==> src/rtl/riscv_div_pkg.sv <==
// Package for the RV32M divider.
// Holds the operation and FSM state encodings, the default iteration
// count and the divide-by-zero quotient value.
package riscv_div_pkg;

    localparam int          ITER_DEFAULT = 32;
    localparam logic [31:0] DIV0_QUOT    = 32'hFFFFFFFF;

    // Encoding matches op_i: bit 0 = unsigned, bit 1 = remainder
    typedef enum logic [1:0] {
        DIV  = 2'b00,
        DIVU = 2'b01,
        REM  = 2'b10,
        REMU = 2'b11
    } div_op_t;

    typedef enum logic [1:0] {
        IDLE = 2'b00,
        CALC = 2'b01,
        FIX  = 2'b10,
        DONE = 2'b11
    } div_state_t;

endpackage

==> src/rtl/div_sign_fix.sv <==
// Conditional two's-complement negate (purely combinational).
// Used both to take operand magnitudes and to restore result signs.
// Ports:
//   a_i   - input value
//   neg_i - 1: output -a_i, 0: output a_i
//   y_o   - result
module div_sign_fix #(
    parameter int W = 32
) (
    input  logic [W-1:0] a_i,
    input  logic         neg_i,
    output logic [W-1:0] y_o
);

    assign y_o = neg_i ? (~a_i + {{(W-1){1'b0}}, 1'b1}) : a_i;

endmodule

==> src/rtl/riscv_div_unit.sv <==
// Multi-cycle RV32M divider (DIV, DIVU, REM, REMU).
// Radix-2 restoring division, one quotient bit per CALC cycle.
// Divide-by-zero and signed overflow skip CALC and go straight to FIX.
// Ports:
//   clk_i, rst_ni - clock and asynchronous active-low reset
//   start_i       - request, accepted when idle and not killed
//   op_i          - 00 DIV, 01 DIVU, 10 REM, 11 REMU
//   rs1_data_i    - dividend
//   rs2_data_i    - divisor
//   rd_addr_i     - destination register index
//   kill_i        - flush; aborts any operation in flight
//   busy_o        - high whenever the FSM is not IDLE
//   done_o        - one-cycle register-file write strobe
//   rd_addr_o     - destination of the completing operation
//   result_o      - quotient or remainder
module riscv_div_unit
    import riscv_div_pkg::*;
#(
    parameter int XLEN = 32,
    parameter int ITER = ITER_DEFAULT
) (
    input  logic            clk_i,
    input  logic            rst_ni,
    input  logic            start_i,
    input  logic [1:0]      op_i,
    input  logic [XLEN-1:0] rs1_data_i,
    input  logic [XLEN-1:0] rs2_data_i,
    input  logic [4:0]      rd_addr_i,
    input  logic            kill_i,
    output logic            busy_o,
    output logic            done_o,
    output logic [4:0]      rd_addr_o,
    output logic [XLEN-1:0] result_o
);

    localparam int CNT_W = $clog2(ITER);

    div_state_t      state_q, state_d;
    div_op_t         op_q, op_d;
    logic [CNT_W-1:0] cnt_q, cnt_d;
    logic [XLEN:0]   rem_q, rem_d;       // extra bit for borrow detection
    logic [XLEN-1:0] quo_q, quo_d;       // dividend shifts out, quotient shifts in
    logic [XLEN-1:0] dvs_q, dvs_d;       // divisor magnitude
    logic            neg_quo_q, neg_quo_d;
    logic            neg_rem_q, neg_rem_d;
    logic [4:0]      rd_q, rd_d;
    logic [4:0]      rd_out_q, rd_out_d;
    logic [XLEN-1:0] res_q, res_d;

    // Operand magnitudes
    logic            is_signed;
    logic            s1, s2;
    logic [XLEN-1:0] abs1, abs2;

    assign is_signed = ~op_i[0];
    assign s1        = is_signed & rs1_data_i[XLEN-1];
    assign s2        = is_signed & rs2_data_i[XLEN-1];

    // |0x80000000| stays 0x80000000, which is correct read as unsigned
    div_sign_fix #(.W(XLEN)) u_abs1 (.a_i(rs1_data_i), .neg_i(s1), .y_o(abs1));
    div_sign_fix #(.W(XLEN)) u_abs2 (.a_i(rs2_data_i), .neg_i(s2), .y_o(abs2));

    // Result sign restoration
    logic [XLEN-1:0] quo_fix, rem_fix;

    div_sign_fix #(.W(XLEN)) u_fixq (.a_i(quo_q),            .neg_i(neg_quo_q), .y_o(quo_fix));
    div_sign_fix #(.W(XLEN)) u_fixr (.a_i(rem_q[XLEN-1:0]),  .neg_i(neg_rem_q), .y_o(rem_fix));

    // One restoring step: shift {rem,quo} left, trial-subtract divisor.
    // The wider trial keeps a borrow bit above the full remainder register.
    logic [XLEN+1:0] trial;
    logic            borrow;

    assign trial  = {rem_q, quo_q[XLEN-1]} - {2'b00, dvs_q};
    assign borrow = trial[XLEN+1];

    logic is_div0, is_ovf;

    assign is_div0 = (rs2_data_i == '0);
    assign is_ovf  = is_signed
                   && (rs1_data_i == {1'b1, {(XLEN-1){1'b0}}})
                   && (rs2_data_i == {XLEN{1'b1}});

    always_comb begin
        state_d   = state_q;
        op_d      = op_q;
        cnt_d     = cnt_q;
        rem_d     = rem_q;
        quo_d     = quo_q;
        dvs_d     = dvs_q;
        neg_quo_d = neg_quo_q;
        neg_rem_d = neg_rem_q;
        rd_d      = rd_q;
        rd_out_d  = rd_out_q;
        res_d     = res_q;

        case (state_q)
            IDLE: begin
                if (start_i && !kill_i) begin
                    op_d = div_op_t'(op_i);
                    rd_d = rd_addr_i;
                    if (is_div0) begin
                        // Results are raw: no sign correction applies
                        quo_d     = DIV0_QUOT;
                        rem_d     = {1'b0, rs1_data_i};
                        neg_quo_d = 1'b0;
                        neg_rem_d = 1'b0;
                        state_d   = FIX;
                    end else if (is_ovf) begin
                        quo_d     = {1'b1, {(XLEN-1){1'b0}}};
                        rem_d     = '0;
                        neg_quo_d = 1'b0;
                        neg_rem_d = 1'b0;
                        state_d   = FIX;
                    end else begin
                        quo_d     = abs1;
                        dvs_d     = abs2;
                        rem_d     = '0;
                        neg_quo_d = s1 ^ s2;
                        neg_rem_d = s1;
                        cnt_d     = CNT_W'(ITER - 1);
                        state_d   = CALC;
                    end
                end
            end
            CALC: begin
                if (borrow) begin
                    rem_d = {rem_q[XLEN-1:0], quo_q[XLEN-1]};
                    quo_d = {quo_q[XLEN-2:0], 1'b0};
                end else begin
                    rem_d = trial[XLEN:0];
                    quo_d = {quo_q[XLEN-2:0], 1'b1};
                end
                cnt_d = cnt_q - 1'b1;
                if (cnt_q == '0) state_d = FIX;
            end
            FIX: begin
                res_d    = (op_q == REM || op_q == REMU) ? rem_fix : quo_fix;
                rd_out_d = rd_q;
                state_d  = DONE;
            end
            DONE: begin
                state_d = IDLE;
            end
            default: state_d = IDLE;
        endcase

        // A flush drops the operation without touching the visible outputs
        if (kill_i && state_q != IDLE) begin
            state_d  = IDLE;
            res_d    = res_q;
            rd_out_d = rd_out_q;
        end
    end

    always_ff @(posedge clk_i or negedge rst_ni) begin
        if (!rst_ni) begin
            state_q   <= IDLE;
            op_q      <= DIV;
            cnt_q     <= '0;
            rem_q     <= '0;
            quo_q     <= '0;
            dvs_q     <= '0;
            neg_quo_q <= 1'b0;
            neg_rem_q <= 1'b0;
            rd_q      <= '0;
            rd_out_q  <= '0;
            res_q     <= '0;
        end else begin
            state_q   <= state_d;
            op_q      <= op_d;
            cnt_q     <= cnt_d;
            rem_q     <= rem_d;
            quo_q     <= quo_d;
            dvs_q     <= dvs_d;
            neg_quo_q <= neg_quo_d;
            neg_rem_q <= neg_rem_d;
            rd_q      <= rd_d;
            rd_out_q  <= rd_out_d;
            res_q     <= res_d;
        end
    end

    assign busy_o    = (state_q != IDLE);
    assign done_o    = (state_q == DONE);
    assign rd_addr_o = rd_out_q;
    assign result_o  = res_q;

endmodule

==> config.mk <==
export PLATFORM = sky130hd
export DESIGN_NAME = riscv_div_unit
export DESIGN_NICKNAME = d
export VERILOG_FILES = /design/src/rtl/riscv_div_pkg.sv /design/src/rtl/div_sign_fix.sv /design/src/rtl/riscv_div_unit.sv
export SDC_FILE = /design/constraint.sdc
export NUM_CORES = 1
export LEC_CHECK = 0
export ABC_AREA = 1
export CORE_UTILIZATION = 34
export DETAILED_ROUTE_END_ITERATION = 8
export GPL_ROUTABILITY_DRIVEN = 1
export PLACE_DENSITY_LB_ADDON = 0.08
export SYNTH_ARGS = -nofsm -noshare
export SYNTH_HDL_FRONTEND = slang
export SYNTH_SLANG_ARGS = --single-unit
==> constraint.sdc <==
create_clock -name clk_i -period 2.4 [get_ports clk_i]
set_input_delay 0.48 -clock clk_i [delete_from_list [all_inputs] [get_ports clk_i]]
set_output_delay 0.48 -clock clk_i [all_outputs]
set_load 0.05 [all_outputs]
==> results of run 1 <==
## timing repair
action | CTS | global route
gates cloned | 0 | 3
resized for setup | 39 | 184
hold buffers | 1 | 0
setup endpoints to repair | 33 | 110
endpoints found under the hold margin | 20 | 0
pin swaps | 6 | 44
setup buffers | 8 | 20
## layer usage
metal,vias to the layer above,track usage [%],wire [um]
met3,64,3.33,2880
met1,7385,42.1,28500
met5,-,0,0
li1,7888,-,-
met4,0,6.39,1160
met2,448,46.0,25600
## metrics by stage
| stage | utilization, % | setup TNS (ns) | power, W |
|---|---|---|---|
| after floorplan | - | 0 | 0.0171 |
| after global placement | 45.4 | -29.39 | 0.0260 |
| after detailed placement | 45.4 | -35.60 | 0.0262 |
| after CTS | 47.4 | 0 | 0.0294 |
| after global routing | 49.8 | -0.872 | 0.0343 |
| final | 49.8 | 0 | 0.0316 |
## cell usage after synthesis
cell type	count
xnor2_1	25
buf_6	8
nand2_1	616
ha_1	43
nand4_1	36
a31oi_1	44
a21oi_2	30
or2_1	1
xor2_1	43
and2_1	2
nor3b_1	1
o211ai_1	4
o31ai_1	5
inv_2	6
o21ai_0	108
nand2_4	2
nand3_1	196
buf_1	7
nor2_8	1
dfrtp_1	149
nand2_2	3
o22ai_1	6
a21oi_1	92
inv_1	303
nor4_1	13
o21bai_1	1
clkbuf_1	39
nor3_1	37
a31o_2	1
clkinv_1	2
fa_1	1
a32oi_1	1
nor3_2	3
nor2_4	1
nand3_4	2
nand3b_1	11
o21ai_1	40
buf_2	15
clkinv_4	1
nor2_1	264
or2_2	8
## kinds of logic after synthesis
| logic type | after synthesis |
|---|---|
| buffers and inverters | 381 |
| DFF | 149 |
| and+or+nand+nor | 1197 |
| AOI/OAI and AO/OA | 332 |
| adders and majority gates | 44 |
| xor gates and xnor gates | 68 |
## cell usage in the layout (no fill, tap or decap), types with 31 or more instances in the layout
master / instances
nand2_1: 564
buf_4: 360
inv_1: 276
nor2_1: 236
nand3_1: 182
dfrtp_1: 142
clkdlybuf4s50_1: 106
o21ai_0: 105
a21oi_1: 73
a21oi_2: 47
a31oi_1: 44
o21ai_1: 42
xor2_1: 42
nand2_2: 40
nand4_1: 36
nor3_1: 32
inv_2: 31
## power by group
| part | internal (W) | switching, W |
|---|---|---|
| registers | 0.00379 | 0.00131 |
| logic | 0.00952 | 0.0143 |
| clock network | 0.00142 | 0.00126 |
## how the worst max path moves through the flow
stage / endpoint / slack (ns) / cells after the start
after global routing: rem_q[20] / -0.09 / 14
after floorplan: rem_q[15] / 0.17 / 16
after CTS: result_o[27] / 0.0005 / 15
after detailed placement: rem_q[18] / -0.45 / 16
after global placement: rem_q[4] / -0.37 / 17
final: rem_q[22] / 0.0008 / 15
## area by class of cell
class / instances / area [um2] / area share (%)
antenna: 1 / 2.50 / 0.0130
sequential: 149 / 3740 / 19.4
clock inverter: 13 / 119 / 0.617
multi-input combinational: 1642 / 8890 / 46.2
timing repair buffer: 494 / 4220 / 21.9
tap: 518 / 648 / 3.37
inverter: 312 / 1180 / 6.14
clock buffer: 19 / 453 / 2.35
## state kept, by name (all words and copies together) (netlist names)
signal     cells
rd_addr_o      5
state_q        2
result_o      32
neg_rem_q      1
quo_q         32
neg_quo_q      1
rem_q         33
dvs_q         32
op_q           1
rd_q           5
cnt_q          5
## worst max-delay path, cell delays in order, from the launching register on
cell	delay [ns]
dfrtp_1	0.43
inv_2	0.10
ha_4	0.18
fa_2	0.39
inv_2	0.08
nand3_2	0.08
nand2_4	0.11
nand2_1	0.07
nand2_2	0.11
buf_4	0.12
nand2_2	0.08
nand4_1	0.12
nand2_2	0.09
nand3_2	0.09
nand3_1	0.11
a21oi_2	0.18
==> impl_metrics.py, run 1 <==
metrics = {
    "run_status": {
        "status": "finished clean",
    },
    "sta": {
        "timing.fmax_ghz": 0.417,
        "setup_slack_ns": 0.000765,
        "hold_viol": 0,
        "period_minus_slack_ns": 2.40,
        "finalSetupViolations": 0,
        "min_period_over_period_pct": 100,
        "hold_ws_ns": 0.471,
        "slew_viol_final": 0,
        "rsz0062_at_grt": "yes",
        "relSlewSlack_pct": 51.1,
        "tightest_slew_ns": 0.733,
        "final.setup_skew_ns": 0.0153,
    },
    "setup_path": {
        "crit_start": "quo_q[31]",
        "cp-end-kind": "flop",
        "r2r-end": "rem_q[22]",
        "start_kind": "flop",
        "r2r_cells": 15,
        "required_ns": 2.77,
        "setup.worst_path.class": "flop to flop",
        "r2r_setup_slack_ns": 0.0008,
        "r2r_start": "quo_q[31]",
        "cp.arrival_ns": 2.77,
        "path_max_fanout": 4,
    },
    "yosys": {
        "synth_top_family_by_area": "simple AND/OR/NAND/NOR gates",
        "synthSimpleGateAreaFrac_pct": 38.0,
        "syn_area_mm2": 0.0133,
        "synth_top_area_cell": "dfrtp_1",
        "synthCells": 2171,
        "yosysWarningCount": 0,
        "ys_seq_area_share_pct": 28.0,
        "synth_compound_area_share_pct": 14.0,
        "yosys_register_bits": 149,
        "syn_nets": 2290,
        "synth_xor_area_share_pct": 4.47,
        "synthMuxAreaShare_pct": 0,
        "netlist_top_cells_area": "dfrtp_1, nand2_1, inv_1",
        "postSynthAreaPerCell_um2": 6.14,
        "synth_top_area_share_pct": 28.0,
        "synth_cell_type_count": 41,
        "yosys.area_share.adder_pct": 4.18,
    },
    "floorplan": {
        "die_w_um": 200,
        "coreArea_mm2": 0.0386,
        "die_area_mm2": 0.0400,
        "rows": 72,
        "io_pins": 114,
        "start_util_pct": 34.5,
        "die_y_um": 200,
    },
    "global_routing": {
        "overflow": 0,
        "antenna_found_initial": 2,
        "grt_max_degree": 63,
        "grt.total_usage_pct": 29.0,
        "first_global_vias": 14790,
        "grt_pass1_wl_mm": 86.8,
    },
    "clock_network": {
        "cts_tree": "yes",
        "cts_buffers": 17,
        "ctsHtreeMaxLevel": 4,
        "clock-sinks": 149,
        "clockBufferDepth": 2,
        "cts_root_buffer": "clkbuf_16",
        "clk_pin_slew_ns": 0.07,
        "clk_latency_ns": 0.45,
    },
    "final_layout": {
        "drive_gt1_share_pct": 24.7,
        "layout.nets": 2735,
        "fin_area_mm2": 0.0192,
        "fillerInstances": 4084,
        "syn2layout_area_growth_pct": 44.3,
        "final_cells": 3148,
    },
    "pwr": {
        "p_per_area_mw_per_mm2": 1640,
        "leakage_nw": 9.47,
        "max-vdd-ir-drop_v": 0.000638,
    },
    "placed_design": {
        "placed_cells": 3083,
        "post-place-ws_ns": -0.450,
        "place_hpwl_mm": 47.0,
        "io_buffer_count": 113,
        "routabilityCongestion": 0.973,
        "dpl_cell_area_mm2": 0.0176,
    },
    "detailed_routing": {
        "drc": 0,
        "drt-total-wl_mm": 58.2,
        "vias": 15785,
        "avgViaCountPerCell": 5.01,
        "routedWlPerCell_um": 18.5,
        "postRouteAntennaNets": 0,
        "first_iter_violations": 1255,
        "drtPass1Iterations": 6,
    },
    "hold_path": {
        "min_path_cells": 4,
        "min_path_type": "input port to flop",
        "holdPathEnd": "dvs_q[0]",
        "min_from": "rs2_data_i[0]",
    },
    "job": {
        "maxCapViolations": 0,
    },
}
Note: power is estimated with default switching activity, not from simulation.
==> run 2: changes to the inputs <==
- CORE_MARGIN: unset -> 2
- CTS_CLUSTER_SIZE: unset -> 30
==> run 2 against run 1 <==
Effect of this change: critical path depth shrank 2; final cell count rose by 0.51%; flip-flop and latch count is the same; sequential share of layout area is 0.15 points lower; sequential power fell by 2%; via count grew 0.52%; design area rose by 0.80%.
==> impl_metrics.py, run 2 (synthesized netlist as in run 1, its figures left out) <==
metrics = {
    "run_status": {
        "status": "finished clean",
    },
    "detailed_routing": {
        "postRouteAntennaNets": 0,
        "routedWlPerCell_um": 18.6,
        "avgViaCountPerCell": 5.01,
        "drt-total-wl_mm": 59.0,
        "first_iter_violations": 1268,
        "drc": 0,
        "vias": 15867,
        "drtPass1Iterations": 5,
    },
    "setup_path": {
        "slowest_delay_ns": 0.46,
        "path_max_fanout": 4,
        "cp-end-kind": "flop",
        "cp_common_cell": "nand2_1",
        "r2r_setup_slack_ns": 0.02,
        "path_cells": "ha_1 -> buf_4 -> nand2_1 -> nand2_1 -> a21oi_1 -> nand2_4 -> nand2_1 -> nand2_2 -> buf_4 -> xnor2_1 -> nand2_1 -> nand3_1 -> a21oi_2",
        "critPathTopFamily": "simple AND/OR/NAND/NOR gates",
        "crit_slowest_cell": "dfrtp_2",
        "required_ns": 2.74,
        "start_kind": "flop",
        "setup.worst_path.class": "flop to flop",
        "cp_num_buf_inv": 2,
        "cp.arrival_ns": 2.72,
    },
    "clock_network": {
        "clock-sinks": 149,
        "clockBufferDepth": 2,
        "ctsHtreeMaxLevel": 4,
        "cts_root_buffer": "clkbuf_16",
        "cts_tree": "yes",
        "clk_latency_ns": 0.46,
        "clk_pin_slew_ns": 0.08,
        "cts_buffers": 17,
    },
    "sta": {
        "finalSetupViolations": 0,
        "tightest_slew_ns": 0.570,
        "min_period_over_period_pct": 99.0,
        "final.setup_skew_ns": 0.0178,
        "slew_viol_final": 0,
        "period_minus_slack_ns": 2.38,
        "timing.fmax_ghz": 0.421,
        "rsz0062_at_grt": "yes",
        "relSlewSlack_pct": 62.0,
        "hold_viol": 0,
    },
    "placed_design": {
        "placed_cells": 3115,
        "io_buffer_count": 113,
        "place_hpwl_mm": 48.2,
        "dpl_cell_area_mm2": 0.0178,
        "routabilityCongestion": 0.949,
    },
    "floorplan": {
        "coreArea_mm2": 0.0386,
        "io_pins": 114,
        "start_util_pct": 34.5,
        "die_w_um": 202,
        "die_y_um": 202,
        "die_area_mm2": 0.0408,
        "rows": 72,
    },
    "final_layout": {
        "syn2layout_area_growth_pct": 45.5,
        "fin_area_mm2": 0.0194,
        "final_cells": 3164,
        "layout.nets": 2752,
        "largest_reg_flops": 33,
        "final_common_cell": "nand2_1",
        "diodes": 0,
        "drive_gt1_share_pct": 25.8,
        "final_util_pct": 50.2,
        "layout_common_cells": "nand2_1, buf_4, inv_1, nor2_1, nand3_1",
        "largest_register": "rem_q",
    },
    "global_routing": {
        "first_global_vias": 15016,
        "grt_max_degree": 63,
        "antenna_found_initial": 1,
        "grt.total_usage_pct": 28.6,
        "grt_pass1_wl_mm": 88.7,
        "overflow": 0,
    },
    "hold_path": {
        "min_path_type": "input port to asynchronous set/reset pin",
    },
    "pwr": {
        "power_w": 0.0320,
        "max-vdd-ir-drop_v": 0.000683,
        "p_per_area_mw_per_mm2": 1650,
        "leakage_nw": 9.54,
    },
    "job": {
        "maxCapViolations": 0,
    },
}
## run 2: changes by cell type in the layout (fill, tap and decap cells not counted), sizes merged
cell           before  now
bufinv              0    1
diode               1    0
inv               315  316
nand2             622  621
clkdlybuf4s50     106  108
buf               380  399
clkbuf             21   18
dlymetal6s2s        5    3
## run 2: power by group
group | total [W] | switching (W) | leakage (nW) | internal, W
Sequential | 0.00499 | 0.00120 | 1.77 | 0.00379
Combinational | 0.0242 | 0.0146 | 7.48 | 0.00956
Clock | 0.00279 | 0.00130 | 0.290 | 0.00149
## run 2: final timing paths
path | to | startpoint | cells after the start
max | rem_q[12] | rem_q[4] | 13
min | rem_q[9] | rst_ni | 2
max reg2reg | rem_q[12] | rem_q[4] | 13
min reg2reg | rd_q[3] | rd_q[3] | 2
max in group asynchronous | result_o[28] | rst_ni | 3
min in group clk_i | rd_q[3] | rd_q[3] | 2
## run 2: metrics by stage
stage	hold slack, ns	setup WS (ns)	setup TNS, ns
after floorplan	0.184	0.169	0
after global placement	0.324	-0.334	-26.42
after detailed placement	0.322	-0.368	-29.96
after CTS	0.409	0.00293	0
after global routing	0.436	-0.0673	-0.457
final	0.426	0.0230	0
## run 2: area by class of cell
type / count / area, um2
clock buffers: 17 / 425
clock inverters: 15 / 185
fillers: 4044 / 19200
inverters: 312 / 1180
multi-input cells: 1641 / 8920
flip-flops and latches: 149 / 3740
well taps: 518 / 648
repair buffers: 512 / 4310
## run 2: layer usage
metal | share of wire (%) | vias up | global-route usage, %
met4 | 3.1 | 2 | 10.0
met1 | 47 | 7342 | 41.4
met2 | 43 | 517 | 43.1
met3 | 7.0 | 86 | 4.47
met5 | 0.014 | - | 0
li1 | - | 7920 | -
## run 2: what timing repair did
| item | 4_1_cts | 5_1_grt |
|---|---|---|
| pin swaps | 3 | 45 |
| hold buffers | 1 | 0 |
| hold endpoints to repair | 8 | 0 |
| gates resized for setup | 47 | 191 |
| cloned | 0 | 2 |
| endpoints found under the setup margin | 39 | 103 |
| setup buffers | 1 | 13 |
==> run 3: changes to the inputs <==
- CORE_UTILIZATION: 34 -> 35
- SETUP_SLACK_MARGIN: unset -> 0.4
==> run 3 against run 2 <==
Effect of this change: count of clock-buffer cells in the layout increased by 1; fmax increased by 3.9%; critical path depth increased by 3; via count increased by 2.0%; worst setup slack improved by 0.089 ns; sequential share of layout area decreased by 1.2 points; combinational power increased by 6%; utilization increased by 5.2 points; critical path type unchanged; highest routed layer is now met4.
==> impl_metrics.py, run 3 (synthesized netlist as in run 1, its figures left out) <==
metrics = {
    "run_status": {
        "status": "finished clean",
    },
    "detailed_routing": {
        "drt-total-wl_mm": 58.4,
        "avgViaCountPerCell": 5.17,
        "routedWlPerCell_um": 18.7,
        "postRouteAntennaNets": 0,
        "drc": 0,
        "first_iter_violations": 1311,
        "vias": 16177,
        "drtPass1Iterations": 5,
    },
    "global_routing": {
        "overflow": 0,
        "grt_max_degree": 64,
        "antenna_found_initial": 0,
        "grt_pass1_wl_mm": 86.9,
        "first_global_vias": 15212,
        "grt.total_usage_pct": 29.1,
    },
    "sta": {
        "rsz0062_at_grt": "yes",
        "hold_viol": 0,
        "finalSetupViolations": 0,
        "slew_viol_final": 0,
        "timing.fmax_ghz": 0.437,
        "tns_ns": 0,
        "final.setup_skew_ns": 0.0180,
        "relSlewSlack_pct": 54.1,
        "min_period_over_period_pct": 95.4,
        "period_minus_slack_ns": 2.29,
        "tightest_slew_ns": 0.688,
    },
    "final_layout": {
        "final_common_cell": "nand2_1",
        "largest_register": "rem_q",
        "diodes": 0,
        "fillerInstances": 3654,
        "multiInputGateArea_mm2": 0.0101,
        "layout.nets": 2726,
        "largest_reg_flops": 33,
        "regArea_mm2": 0.00376,
        "syn2layout_area_growth_pct": 56.0,
        "layout_common_cells": "nand2_1, buf_4, inv_1, nor2_1, nand3_1",
        "drive_gt1_share_pct": 34.3,
    },
    "hold_path": {
        "min_path_cells": 2,
        "holdPathEnd": "rd_addr_o[3]",
        "min_from": "rd_addr_o[3]",
        "min_path_type": "flop to flop",
    },
    "clock_network": {
        "cts_root_buffer": "clkbuf_16",
        "clk_pin_slew_ns": 0.07,
        "ctsHtreeMaxLevel": 4,
        "clk_latency_ns": 0.45,
        "cts_buffers": 17,
        "cts_tree": "yes",
        "clock-sinks": 149,
        "clockBufferDepth": 2,
    },
    "floorplan": {
        "io_pins": 114,
        "die_w_um": 199,
        "die_y_um": 199,
        "die_area_mm2": 0.0397,
        "rows": 71,
        "start_util_pct": 35.5,
        "coreArea_mm2": 0.0376,
    },
    "job": {
        "maxCapViolations": 0,
    },
    "setup_path": {
        "r2r_setup_slack_ns": 0.11,
        "cp-end-kind": "flop",
        "path_max_fanout": 4,
        "start_kind": "flop",
        "r2r-end": "rem_q[16]",
        "cp.arrival_ns": 2.65,
        "r2r_cells": 16,
        "setup.worst_path.class": "flop to flop",
        "required_ns": 2.77,
        "r2r_start": "dvs_q[3]",
    },
    "pwr": {
        "max-vdd-ir-drop_v": 0.000928,
        "leakage_nw": 10.3,
        "power_w": 0.0335,
        "p_per_area_mw_per_mm2": 1610,
    },
    "placed_design": {
        "io_buffer_count": 113,
        "place_hpwl_mm": 44.7,
        "routabilityCongestion": 0.972,
    },
}
==> run 3: cell count changes in the layout (fill, tap and decap cells not counted), sizes merged, moves of 2 or more <==
cell | before | now
clkdlybuf4s50 | 108 | 25
dlymetal6s2s | 3 | 57
buf | 399 | 371
dlygate4sd2 | 0 | 16
clkbuf | 18 | 28
clkdlybuf4s15 | 0 | 4
nand2 | 621 | 623
==> run 3: what timing repair did <==
action                                  in CTS  in global routing
hold buffers                                 1                  0
endpoints found under the hold margin       34                  0
endpoints found under the setup margin     164                167
pin swaps                                   63                136
gates cloned                                 8                  6
resized for setup                          191                435
setup buffers                               41                 41
==> run 3: how the worst max path moves through the flow <==
stage | to | startpoint | slack [ns] | cells after the start
final | rem_q[16] | dvs_q[3] | 0.11 | 16
after global routing | rem_q[16] | rem_q[18] | 0.01 | 16
after CTS | rem_q[32] | dvs_q[0] | 0.15 | 16
after detailed placement | rem_q[3] | rs2_data_i[0] | -0.50 | 16
after global placement | quo_q[22] | rs2_data_i[0] | -0.42 | 17
after floorplan | rem_q[10] | rs2_data_i[1] | 0.27 | 16
==> run 3: per-stage QoR <==
step	utilization, %	std cells	setup slack (ns)	area [um2]	hold slack (ns)
global placement	46.1	3002	-0.424	17300	0.438
CTS	50.6	3084	0.151	19000	0.475
finish	55.4	3131	0.112	20800	0.462
global route	55.4	3131	0.0107	20800	0.463
detailed placement	46.1	3002	-0.503	17300	0.436
floorplan	-	2171	0.265	13800	0.184
==> run 3: where the power goes <==
part,switching (W),internal (W)
registers,0.00137,0.00382
clock network,0.00125,0.00151
logic,0.0154,0.0102
==> run 3: cell type report <==
| type | count | area share [%] |
|---|---|---|
| clock buffer | 18 | 2.11 |
| timing repair buffer | 484 | 21.7 |
| clock inverter | 14 | 0.770 |
| tap | 511 | 3.07 |
| inverter | 312 | 5.93 |
| multi-input combinational | 1643 | 48.4 |
| sequential | 149 | 18.1 |
==> run 3: worst max-delay path, cell delays in order (launching register included) <==
cell	delay, ns
dfrtp_1	0.41
inv_2	0.11
ha_4	0.30
buf_4	0.14
nand2_1	0.06
nand2_1	0.12
inv_2	0.06
nand2_4	0.08
nand2_2	0.06
nand2_4	0.09
nand2_1	0.07
nand2_2	0.09
xor2_2	0.19
inv_1	0.06
nand3_1	0.10
nand3_1	0.12
a21oi_2	0.15
==> run 3: metal layers <==
layer	up-vias	track usage, %	part of all wire (%)
li1	7891	-	-
met2	570	45.5	45
met3	99	4.03	6.2
met4	0	9.51	3.3
met5	-	0	0
met1	7617	41.2	46
==> RTL edit (flow settings as in run 2) <==
The 4 states of `div_state_t` get a Gray code encoding in 2 bits.
--- a/src/rtl/riscv_div_pkg.sv
+++ b/src/rtl/riscv_div_pkg.sv
@@ -17,8 +17,8 @@
     typedef enum logic [1:0] {
         IDLE = 2'b00,
         CALC = 2'b01,
-        FIX  = 2'b10,
-        DONE = 2'b11
+        FIX  = 2'b11,
+        DONE = 2'b10
     } div_state_t;
 
 endpackage
Behaviour: no difference found for any inputs over 4 cycles, from zero or initial values and one cycle with rst_ni low; so few cycles prove little.
==> RTL edit against run 2 <==
Sequential cell count unchanged. Wire length down 4.9%. Sequential share of layout area up 0.82 points. Synthesized area up 2.3%. Final area down 4.1%. Synthesized cell count up 0.55%. Global-route usage down 1.7 points. Via count down 1.7%. Power down 28%. Setup slack better by 0.056 ns. Cell count down 2.4%. Combinational power down 33%. Clock power down 11%. Highest routed layer unchanged.
==> RTL edit: results (changes against run 2) <==
[run_status]
status=finished clean

[place]
hpwlAfterDp_um=46200  ; -4.2%
routabilityCongestion=0.948  ; -0.14%
dpl_cell_area_mm2=0.0173  ; -2.6%
dp_cells=3032  ; -2.7%

[global_route]
use_met2_pct=42.2  ; -0.83 points
track_usage_pct=26.9  ; -1.7 points
grt_util_met1_pct=38.9  ; -2.6 points
grt_pass1_vias=14900  ; -0.84%
grt_pass1_wl_um=85100  ; -4.0%
use_met3_pct=3.51  ; -0.96 points

[hold_path]
hold_path.class=in2async

[clocking]
insertion_delay_ns=0.44  ; -0.02 ns
ctsResizeCount=10  ; -79%
holdBufCountCts=0  ; -1
cts_setup_buffers=2  ; +1
htree_levels=4  ; unchanged

[sta]
skew_ns=0.0143  ; -0.00357 ns
slew_headroom_pct=57.2  ; -4.8 points

[layout]
drive_gt1_share_pct=20.9  ; -4.9 points
fillCellCount=4299  ; +6.3%
final_nets=2666  ; -3.1%

[pwr]
p_int_mw=11.1  ; -25%
ir_drop_mv=0.609  ; -11%
p_leak_nw=9.11  ; -4.5%

[synth]
synth_cell_types=56  ; +37%
syn_area_per_cell_um2=6.25  ; +1.7%
synthTopCellsByArea=dfrtp_1, nand2_1, inv_1
synth_common_cells=nand2_1, inv_1, nor2_1
ys_seq_area_share_pct=27.3  ; -0.62 points
syn_nets=2298  ; +0.35%

[route]
met1_length_um=27200  ; -2.4%
via_per_inst=5.05  ; +0.74%
wl_met2_um=24900  ; -1.3%
via_count=15600  ; -1.7%
wl_per_cell_um=18.2  ; -2.6%
wl_met3_um=2730  ; -33%
first_pass_iters=6  ; +1
drt_iter0_drc=1361  ; +7.3%

[critical_path]
arrival_ns=2.69  ; -0.03 ns
cpMaxStageDelayCell=dfrtp_1
crit_fanout=6  ; +2

## RTL edit: stage by stage
step,hold slack [ns],setup slack (ns)
2_1_floorplan,0.184,0.314
3_3_place_gp,0.456,-0.346
3_5_place_dp,0.466,-0.393
4_1_cts,0.0213,-0.00281
5_1_grt,0.0369,-0.0816
6_report,0.00594,0.0790
## RTL edit: worst paths after layout
kind | cells past startpoint | slack, ns | to | from
min reg2reg | 2 | 0.48 | result_o[26] | result_o[26]
max in group asynchronous | 2 | 1.76 | quo_q[4] | rst_ni
max | 14 | 0.08 | rem_q[31] | rem_q[13]
min in group clk_i | 2 | 0.48 | result_o[26] | result_o[26]
min | 1 | 0.006 | rem_q[32] | rst_ni
max reg2reg | 14 | 0.08 | rem_q[31] | rem_q[13]
## RTL edit: power groups by stage
stage | Sequential, mW | Combinational [mW] | Clock [mW]
after floorplan | 5.07 | 8.31 | 0
after global placement | 4.39 | 14.6 | 0
after detailed placement | 4.40 | 14.7 | 0
after CTS | 4.36 | 14.8 | 2.51
after global routing | 4.58 | 17.8 | 2.62
final | 4.48 | 16.1 | 2.47
## RTL edit: cells by family after synthesis
family / after synthesis / synth area share (%)
flip-flops: 149 / 27.3
AO/OA/AOI/OAI: 354 / 15.0
adder cells (fa/ha/maj): 40 / 3.72
AND/OR/NAND/NOR: 1185 / 38.1
buffers and inverters: 386 / 11.4
XOR/XNOR: 69 / 4.43
## RTL edit: cell type report
| cell class | instances | area (um^2) | area share [%] |
|---|---|---|---|
| sequential | 149 | 3740 | 20.1 |
| clock buffer | 19 | 443 | 2.38 |
| tap | 525 | 657 | 3.53 |
| inverter | 317 | 1190 | 6.40 |
| timing repair buffer | 416 | 3560 | 19.1 |
| clock inverter | 12 | 82.6 | 0.444 |
| multi-input combinational | 1650 | 8930 | 48.0 |
